[src/rtl/spi_master.sv]
// Mode-0 SPI master: sends a 16-bit frame {addr, rw, data} MSB first and,
// for reads, returns the slave's data byte on rdata when done pulses.
module spi_master #(
  parameter int CLK_DIV = 4
) (
  input  logic       clk,
  input  logic       reset,
  input  logic       start,
  input  logic       rw,
  input  logic [6:0] addr,
  input  logic [7:0] wdata,
  output logic [7:0] rdata,
  output logic       busy,
  output logic       done,
  output logic       sclk_pin,
  output logic       cs_pin,
  output logic       mosi_pin,
  input  logic       miso_pin
);

  localparam logic [7:0] H_LAST = 8'(CLK_DIV - 1);

  typedef enum logic [2:0] {IDLE, SETUP, SHIFT, HOLD, GAP} state_t;

  state_t      state;
  logic [7:0]  cnt;
  logic [3:0]  bit_cnt;
  logic [15:0] shift_reg;
  logic [7:0]  capture;
  logic        rw_reg;
  logic        phase_end;

  assign phase_end = (cnt == H_LAST);

  // shift_reg holds the bits still to be driven, so mosi_pin only ever
  // advances on an sclk falling transition and ends at 0 after bit 0.
  always_ff @(posedge clk) begin
    if (reset) begin
      state     <= IDLE;
      cnt       <= '0;
      bit_cnt   <= '0;
      shift_reg <= '0;
      capture   <= '0;
      rw_reg    <= 1'b0;
      rdata     <= '0;
      busy      <= 1'b0;
      done      <= 1'b0;
      sclk_pin  <= 1'b0;
      cs_pin    <= 1'b1;
      mosi_pin  <= 1'b0;
    end else begin
      done <= 1'b0;
      cnt  <= (state == IDLE || phase_end) ? 8'd0 : cnt + 8'd1;
      case (state)
        IDLE: begin
          if (start) begin
            state     <= SETUP;
            busy      <= 1'b1;
            cs_pin    <= 1'b0;
            mosi_pin  <= addr[6];
            shift_reg <= {addr[5:0], rw, (rw ? 8'h00 : wdata), 1'b0};
            rw_reg    <= rw;
            bit_cnt   <= '0;
            capture   <= '0;
          end
        end
        SETUP: begin
          if (phase_end) begin
            state    <= SHIFT;
            sclk_pin <= 1'b1;
          end
        end
        SHIFT: begin
          if (phase_end) begin
            if (sclk_pin) begin
              sclk_pin  <= 1'b0;
              mosi_pin  <= shift_reg[15];
              shift_reg <= {shift_reg[14:0], 1'b0};
              if (rw_reg && bit_cnt[3]) begin
                capture <= {capture[6:0], miso_pin};
              end
            end else if (bit_cnt == 4'd15) begin
              state <= HOLD;
            end else begin
              bit_cnt  <= bit_cnt + 4'd1;
              sclk_pin <= 1'b1;
            end
          end
        end
        HOLD: begin
          if (phase_end) begin
            state  <= GAP;
            cs_pin <= 1'b1;
          end
        end
        GAP: begin
          if (phase_end) begin
            state <= IDLE;
            busy  <= 1'b0;
            done  <= 1'b1;
            if (rw_reg) begin
              rdata <= capture;
            end
          end
        end
        default: state <= IDLE;
      endcase
    end
  end

endmodule

[config.mk]
export PLATFORM = sky130hd
export DESIGN_NAME = spi_master
export DESIGN_NICKNAME = d
export VERILOG_FILES = /design/src/rtl/spi_master.sv
export SDC_FILE = /design/constraint.sdc
export NUM_CORES = 1
export LEC_CHECK = 0
export ABC_CLOCK_PERIOD_IN_PS = 2500
export BUFFER_PORTS_ARGS = -buffer_cell sky130_fd_sc_hd__buf_2
export CORE_MARGIN = 3
export CORE_UTILIZATION = 30
export DETAILED_ROUTE_END_ITERATION = 8
export HOLD_SLACK_MARGIN = 0.03
export PLACE_DENSITY = 0.58
export SYNTH_ARGS = -nofsm -noshare
export SYNTH_HDL_FRONTEND = slang
export SYNTH_SLANG_ARGS = --single-unit
[constraint.sdc]
create_clock -name clk -period 2.5 [get_ports clk]
set_input_delay 0.5 -clock clk [delete_from_list [all_inputs] [get_ports clk]]
set_output_delay 0.5 -clock clk [all_outputs]
set_load 0.02 [all_outputs]
==> out/metrics.cfg, run 1 <==
[global_routing]
use_met1_pct=15.46
grt_first_pass_wirelength_um=8217
grt_pass1_vias=1760
grt.busiest_layer=met2
gr-total-overflow=0
use_met3_pct=2.564
grt_max_degree=22
antenna_found_initial=0
grt_util_all_layers_pct=11.41
met2_usage_pct=18.33

[clock_tree]
cts_buffers=5
ctsResizeCount=0
cts_buffer_depth=2
clock_latency_ps=300
cts_sinks=52
ctsHoldBuffers=0
h-tree-depth=2
cts_tree=built
root_buffer=clkbuf_8
clk_pin_slew_ps=100
post_cts_buffers=0

[yosys]
synth_area_leaders=dfxtp_1, a211oi_2, mux2i_1
syn_area_per_cell_um2=9.866
syn_area_um2=2318
synth_seq_cells=52
synth.top_cell.area_share_pct=44.90
synth-edff-count=0
syn_nets=257
ys.warnings.count=0
async_reset_ff_share_pct=0
synthDistinctLibCells=42
netlist_instances=235
seq_area_frac_synth_pct=44.90
netlist.top_cell.by_area=dfxtp_1
synth_flop_cell=dfxtp_1

[sta]
fin_skew_ps=9.834
fmax_mhz=472.1
maxSlewHeadroom_pct=49.31
post-route-min-period_ps=2118
final_max_slew_viol_count=0
tightest_slew_ps=760.4
rsz0062_at_grt=false
fin_crit_sh_pct=84.74
finalHoldViolations=0
finalSetupTns_ps=0
setup_viol=0

[hold_path]
min_from=miso_pin
hp-class=primary input to register

[setup_path]
start_kind=register
endpoint=shift_reg[4]$_SDFFE_PP0P_
required_ps=2720
r2r_start=cnt[3]$_SDFF_PP0_
worstSetupEndpointType=register
cp_max_fo=16
cpMaxStageDelayCell=and2_1
r2r-end=shift_reg[4]$_SDFFE_PP0P_
cp_cell_sequence=nor4_4 > nand4_4 > and2_1 > a211oi_1
crit_start=cnt[3]$_SDFF_PP0_
arrival_ps=2340
r2r_cells=4
critPathMaxStageDelay_ps=520
criticalPathCategory=register to register
rrSetupSlack_ps=380

[place]
globalplace.congestion=0.7674
dpl_cell_area_um2=2569
hpwl_um=3375
portBuffers=32

[power]
pwr-share-seq_pct=54.2
p_total_uw=1605
peakVddDrop_mv=0.2494
internal_power_uw=1238
combPwrFrac_pct=8.1
switching_share_pct=22.88
pwr-share-clk_pct=37.7
p_per_area_nw_per_um2=596.7
power.leakage_uw=0.001096
switching_power_uw=367.3

[floorplan]
start_util_pct=31.46
core_um2=7370
dieHeight_um=93.91
dieWidth_um=93.91
dieArea_um2=8819
io_pins=33
row_count=31

[final_layout]
register_area_um2=1041
stdcell_area_um2=2690
fin_util_pct=36.50
multi_input_area_um2=1120
antennaDiodeCount=0
drive_above_1_share_pct=24.53
final.fill_count=789
largest_register_ffs=15
area_growth_pct=16.03
nets=286

[routing]
drc=0
ant_nets=0
routed_wl_um=4861
drt-pass1-iter-count=6
drtIter0Drc=117
wl_per_cell_um=13.35
route.vias.total=1798
viasPerCell=4.940

[job]
maxCapViolCount=0

[run_status]
status=complete, no violations

## worst min path at each step
stage                                          to  slack [ps]  cells past startpoint
after global placement          cnt[0]$_SDFF_PP0_         420                      1
after floorplan                 cnt[0]$_SDFF_PP0_         410                      1
after CTS                 capture[0]$_SDFFE_PP0P_         400                      2
after detailed placement        cnt[0]$_SDFF_PP0_         440                      1
after global routing      capture[0]$_SDFFE_PP0P_         410                      2
final                     capture[0]$_SDFFE_PP0P_         410                      2
## final cells by class
cell class | count | share of cell area [%]
well taps | 99 | 4.605
clock buffers | 6 | 3.070
repair buffers | 40 | 8.186
multi-input cells | 148 | 41.63
clock inverters | 2 | 1.442
inverters | 17 | 2.372
flip-flops and latches | 52 | 38.70
## critical path: cells and delay by family (launching register included)
family	cells	cell delay [ps]
flip-flops	1	380
AND/OR/NAND/NOR	3	1330
AO/OA/AOI/OAI	1	330
## per-layer routing
| layer | vias up | routed length, um |
|---|---|---|
| met2 | 38 | 2193 |
| met5 | - | 0 |
| met1 | 840 | 2363 |
| li1 | 916 | - |
| met4 | 0 | 39 |
| met3 | 4 | 264 |
## kinds of logic (layout without fill, tap and decap cells)
family,after synthesis,count (layout),synth area share (%)
adders and majority gates,2,2,1.079
AOI/OAI and AO/OA,57,57,21.53
xor gates and xnor gates,8,8,3.022
DFF,52,52,44.90
buffers and inverters,35,65,6.799
and+or+nand+nor,71,71,18.35
muxes,10,10,4.317
## power by group through the flow
stage | combinational [uW] | sequential, uW | clock, uW
after floorplan | 92.6 | 889 | 0
after global placement | 129 | 889 | 0
after detailed placement | 131 | 889 | 0
after CTS | 132 | 870 | 633
after global routing | 146 | 873 | 656
final | 130 | 870 | 605
## cells in the final DEF (no fill, tap or decap), types with 2 or more instances in the layout
cell type	n
dfxtp_1	52
buf_2	32
nor2_1	22
inv_1	17
mux2i_1	10
a211oi_2	10
a22o_1	8
nand3_1	8
nor2b_1	8
buf_4	8
a21oi_1	7
a221oi_1	7
a222oi_1	7
clkbuf_8	6
and3_1	5
a31oi_1	5
xor2_1	5
a211oi_1	5
nor3_1	4
nand2_1	4
and2_1	3
xnor2_1	3
nor3b_1	2
nand2b_1	2
a311oi_1	2
nand4_1	2
or3b_2	2
a41oi_1	2
o21ai_0	2
ha_1	2
## through the flow
stage	worst slack [ps]	hold WS, ps	cells
2_1_floorplan	676.2	413.0	235
3_3_place_gp	411.7	424.2	356
3_5_place_dp	368.1	443.8	356
4_1_cts	361.3	400.7	364
5_1_grt	146.1	405.8	364
6_report	381.6	411.9	364
## cells in the mapped netlist (4+ instances only)
master,n
a211oi_2,10
a222oi_1,7
nor2_1,22
a211oi_1,5
nor3_1,4
a31oi_1,5
dfxtp_1,52
nand3_1,8
clkbuf_1,9
inv_1,17
a221oi_1,7
nor2b_1,8
mux2i_1,10
a22o_1,8
a21oi_1,7
xor2_1,5
nand2_1,4
and3_1,5
(Power assumes the default switching activity.)
==> run 2, diff against run 1 <==
--- a/config.mk
+++ b/config.mk
@@ -5,7 +5,8 @@
 export SDC_FILE = /design/constraint.sdc
 export NUM_CORES = 1
 export LEC_CHECK = 0
-export ABC_CLOCK_PERIOD_IN_PS = 2500
+export ABC_AREA = 1
+export ABC_CLOCK_PERIOD_IN_PS = 2100
 export BUFFER_PORTS_ARGS = -buffer_cell sky130_fd_sc_hd__buf_2
 export CORE_MARGIN = 3
 export CORE_UTILIZATION = 30
==> constraint.sdc (replaced) <==
create_clock -name clk -period 2.1 [get_ports clk]
set_input_delay 0.42 -clock clk [delete_from_list [all_inputs] [get_ports clk]]
set_output_delay 0.42 -clock clk [all_outputs]
set_load 0.02 [all_outputs]
==> run 2 against run 1 <==
Global-route usage decreased by 0.21 points. Non-clock buffer count down 5. Via count increased by 20%. Clock power is 2% lower. Sequential share of layout area fell by 1.9 points. Cell count rose by 30%.
==> out/metrics.cfg, run 2 <==
[yosys]
netlist.top_cell.by_area=dfxtp_1
syn_nets=361  ; +40%
async_reset_ff_share_pct=0  ; unchanged
synth.top_cell.area_share_pct=41.81  ; -3.1 points
netlist_instances=339  ; +44%
synth_area_leaders=dfxtp_1, nand2_1, a21oi_1
seq_area_frac_synth_pct=41.81  ; -3.1 points
syn_area_per_cell_um2=7.345  ; -26%
synth-edff-count=0  ; unchanged
synth_flop_cell=dfxtp_1
yosysMostFrequentCell=nand2_1
synth_seq_cells=52  ; unchanged
syn_area_um2=2490  ; +7.4%
ys.warnings.count=0  ; unchanged
synthDistinctLibCells=30  ; -29%
yosys-top-cells-count=nand2_1, dfxtp_1, inv_1, a21oi_1, nor2_1

[place]
dpl_cell_area_um2=2733  ; +6.4%
globalplace.congestion=0.8648  ; +13%
dp_slack_ps=291.2  ; -76.81 ps
hpwl_um=3689  ; +9.3%
dp_cells=465  ; +31%
portBuffers=32  ; unchanged

[setup_path]
cp_max_fo=17  ; +1
worst-path-buf-inv=1  ; +1
crit_family=simple AND/OR/NAND/NOR gates
path_common_cell=nand2_1
r2r_cells=9  ; +5
criticalPathCategory=register to register
worstSetupEndpointType=register
path_depth=9  ; +5
r2r_start=cnt[0]$_SDFF_PP0_
arrival_ps=2020  ; -320 ps
r2r-end=shift_reg[15]$_SDFFE_PP0P_
rrSetupSlack_ps=310  ; -70 ps
critPathMaxStageDelay_ps=360  ; -160 ps
cpMaxStageDelayCell=dfxtp_1
required_ps=2330  ; -390 ps
cp_cell_sequence=ha_1 > nand2_1 > nor2_4 > nand2_4 > nand2_8 > nand3_4 > inv_4 > nand2_1 > a21oi_1
start_kind=register

[sta]
finalHoldViolations=0  ; unchanged
tightest_slew_ps=303.0  ; -457.4 ps
setup_ws_ps=314.1  ; -67.51 ps
final_max_slew_viol_count=0  ; unchanged
maxSlewHeadroom_pct=79.74  ; +30 points
rsz0062_at_grt=false
fmax_mhz=559.9  ; +19%
setup_viol=0  ; unchanged
post-route-min-period_ps=1786  ; -332.5 ps
fin_crit_sh_pct=85.04  ; +0.31 points
fin_skew_ps=9.844  ; +0.01013 ps
finalSetupTns_ps=0  ; unchanged

[hold_path]
hp-class=primary input to register
holdPathEnd=capture[0]$_SDFFE_PP0P_
holdPathStages=3  ; +1
min_from=miso_pin

[global_routing]
grt_max_degree=33  ; +50%
gr-total-overflow=0  ; unchanged
grt_first_pass_wirelength_um=9045  ; +10%
antenna_found_initial=0  ; unchanged
grt_pass1_vias=2058  ; +17%
grt_util_all_layers_pct=11.20  ; -0.21 points

[clock_tree]
clk_pin_slew_ps=100  ; about the same
root_buffer=clkbuf_8
ctsResizeCount=0  ; unchanged
cts_buffers=5  ; unchanged
post_cts_buffers=0  ; unchanged
cts_sinks=52  ; unchanged
cts_tree=built
cts_buffer_depth=2  ; unchanged
clock_latency_ps=300  ; about the same
ctsHoldBuffers=0  ; unchanged
h-tree-depth=2  ; unchanged

[final_layout]
layout_common_cells=nand2_1, dfxtp_1, inv_1
antennaDiodeCount=0  ; unchanged
drive_above_1_share_pct=17.79  ; -6.7 points
largest_register_ffs=15  ; unchanged
area_growth_pct=13.52
nets=392  ; +37%
stdcell_area_um2=2826  ; +5.1%
layout_commonest_cell=nand2_1
finalNonFillerCells=473  ; +30%
final.fill_count=845  ; +7.1%

[floorplan]
row_count=32  ; +3.2%
io_pins=33  ; unchanged
core_um2=7888  ; +7.0%
dieArea_um2=9428  ; +6.9%
dieHeight_um=97.10  ; +3.4%
dieWidth_um=97.10  ; +3.4%
start_util_pct=31.57  ; +0.11 points

[routing]
drt-pass1-iter-count=4  ; -2
wl_per_cell_um=10.85  ; -19%
ant_nets=0  ; unchanged
drtIter0Drc=91  ; -22%
viasPerCell=4.556  ; -7.8%
drc=0  ; unchanged
route.vias.total=2155  ; +20%
routed_wl_um=5134  ; +5.6%

[power]
p_per_area_nw_per_um2=1074  ; +80%
power.leakage_uw=0.001129  ; +3.0%
peakVddDrop_mv=0.3761  ; +51%

[job]
maxCapViolCount=0  ; unchanged

[run_status]
status=complete, no violations

-- run 2: cells by family (layout without fill, tap and decap cells) --
kind of cell	Yosys count	in the layout	share of synthesized area, %
buf+inv	56	88	9.598
compound gates	73	73	16.94
xor+xnor	6	6	2.111
flops	52	52	41.81
simple gates	150	150	28.54
fa+ha+maj	2	2	1.005
-- run 2: area by class of cell --
type	instances	area, um^2	share of cell area (%)
flip-flops and latches	52	1041	36.83
clock inverters	1	7.507	0.2656
well taps	102	127.6	4.515
repair buffers	35	182.7	6.463
clock buffers	7	86.33	3.054
inverters	45	171.4	6.065
multi-input cells	231	1210	42.81
-- run 2: how the worst max path moves through the flow --
stage / startpoint / endpoint / slack [ps]
floorplan: cnt[0]$_SDFF_PP0_ / shift_reg[8]$_SDFFE_PP0P_ / 570
CTS: cnt[0]$_SDFF_PP0_ / shift_reg[15]$_SDFFE_PP0P_ / 280
global route: cnt[0]$_SDFF_PP0_ / shift_reg[15]$_SDFFE_PP0P_ / 110
finish: cnt[0]$_SDFF_PP0_ / shift_reg[15]$_SDFFE_PP0P_ / 310
global placement: cnt[0]$_SDFF_PP0_ / shift_reg[6]$_SDFFE_PP0P_ / 370
detailed placement: cnt[0]$_SDFF_PP0_ / shift_reg[15]$_SDFFE_PP0P_ / 290
-- run 2: report_power, final --
group	total (uW)	internal, uW	leakage, uW	switching, uW
clock	590	268	0.0000445	322
sequential	1250	1140	0.000422	109
combinational	1190	366	0.000662	828
-- run 2: routing by layer --
layer	up-vias	wire length, um	track usage [%]
li1	1154	-	-
met1	965	2685	14.94
met2	31	2220	18.31
met3	5	180	2.513
met4	0	48	2.916
met5	-	0	0
-- run 2: worst register-to-register path: stages (launching register included) --
cell	delay (ps)
dfxtp_1	360
ha_1	220
nand2_1	100
nor2_4	200
nand2_4	100
nand2_8	110
nand3_4	190
inv_4	220
nand2_1	80
a21oi_1	120
-- run 2: metrics by stage --
step                utilization [%]  power (uW)  hold WS [ps]
floorplan                         -        2274         417.6
global placement              34.64        2455         430.7
CTS                           35.83        3076         388.1
finish                        35.83        3034         397.2
global route                  35.83        3299         426.2
detailed placement            34.64        2475         446.4
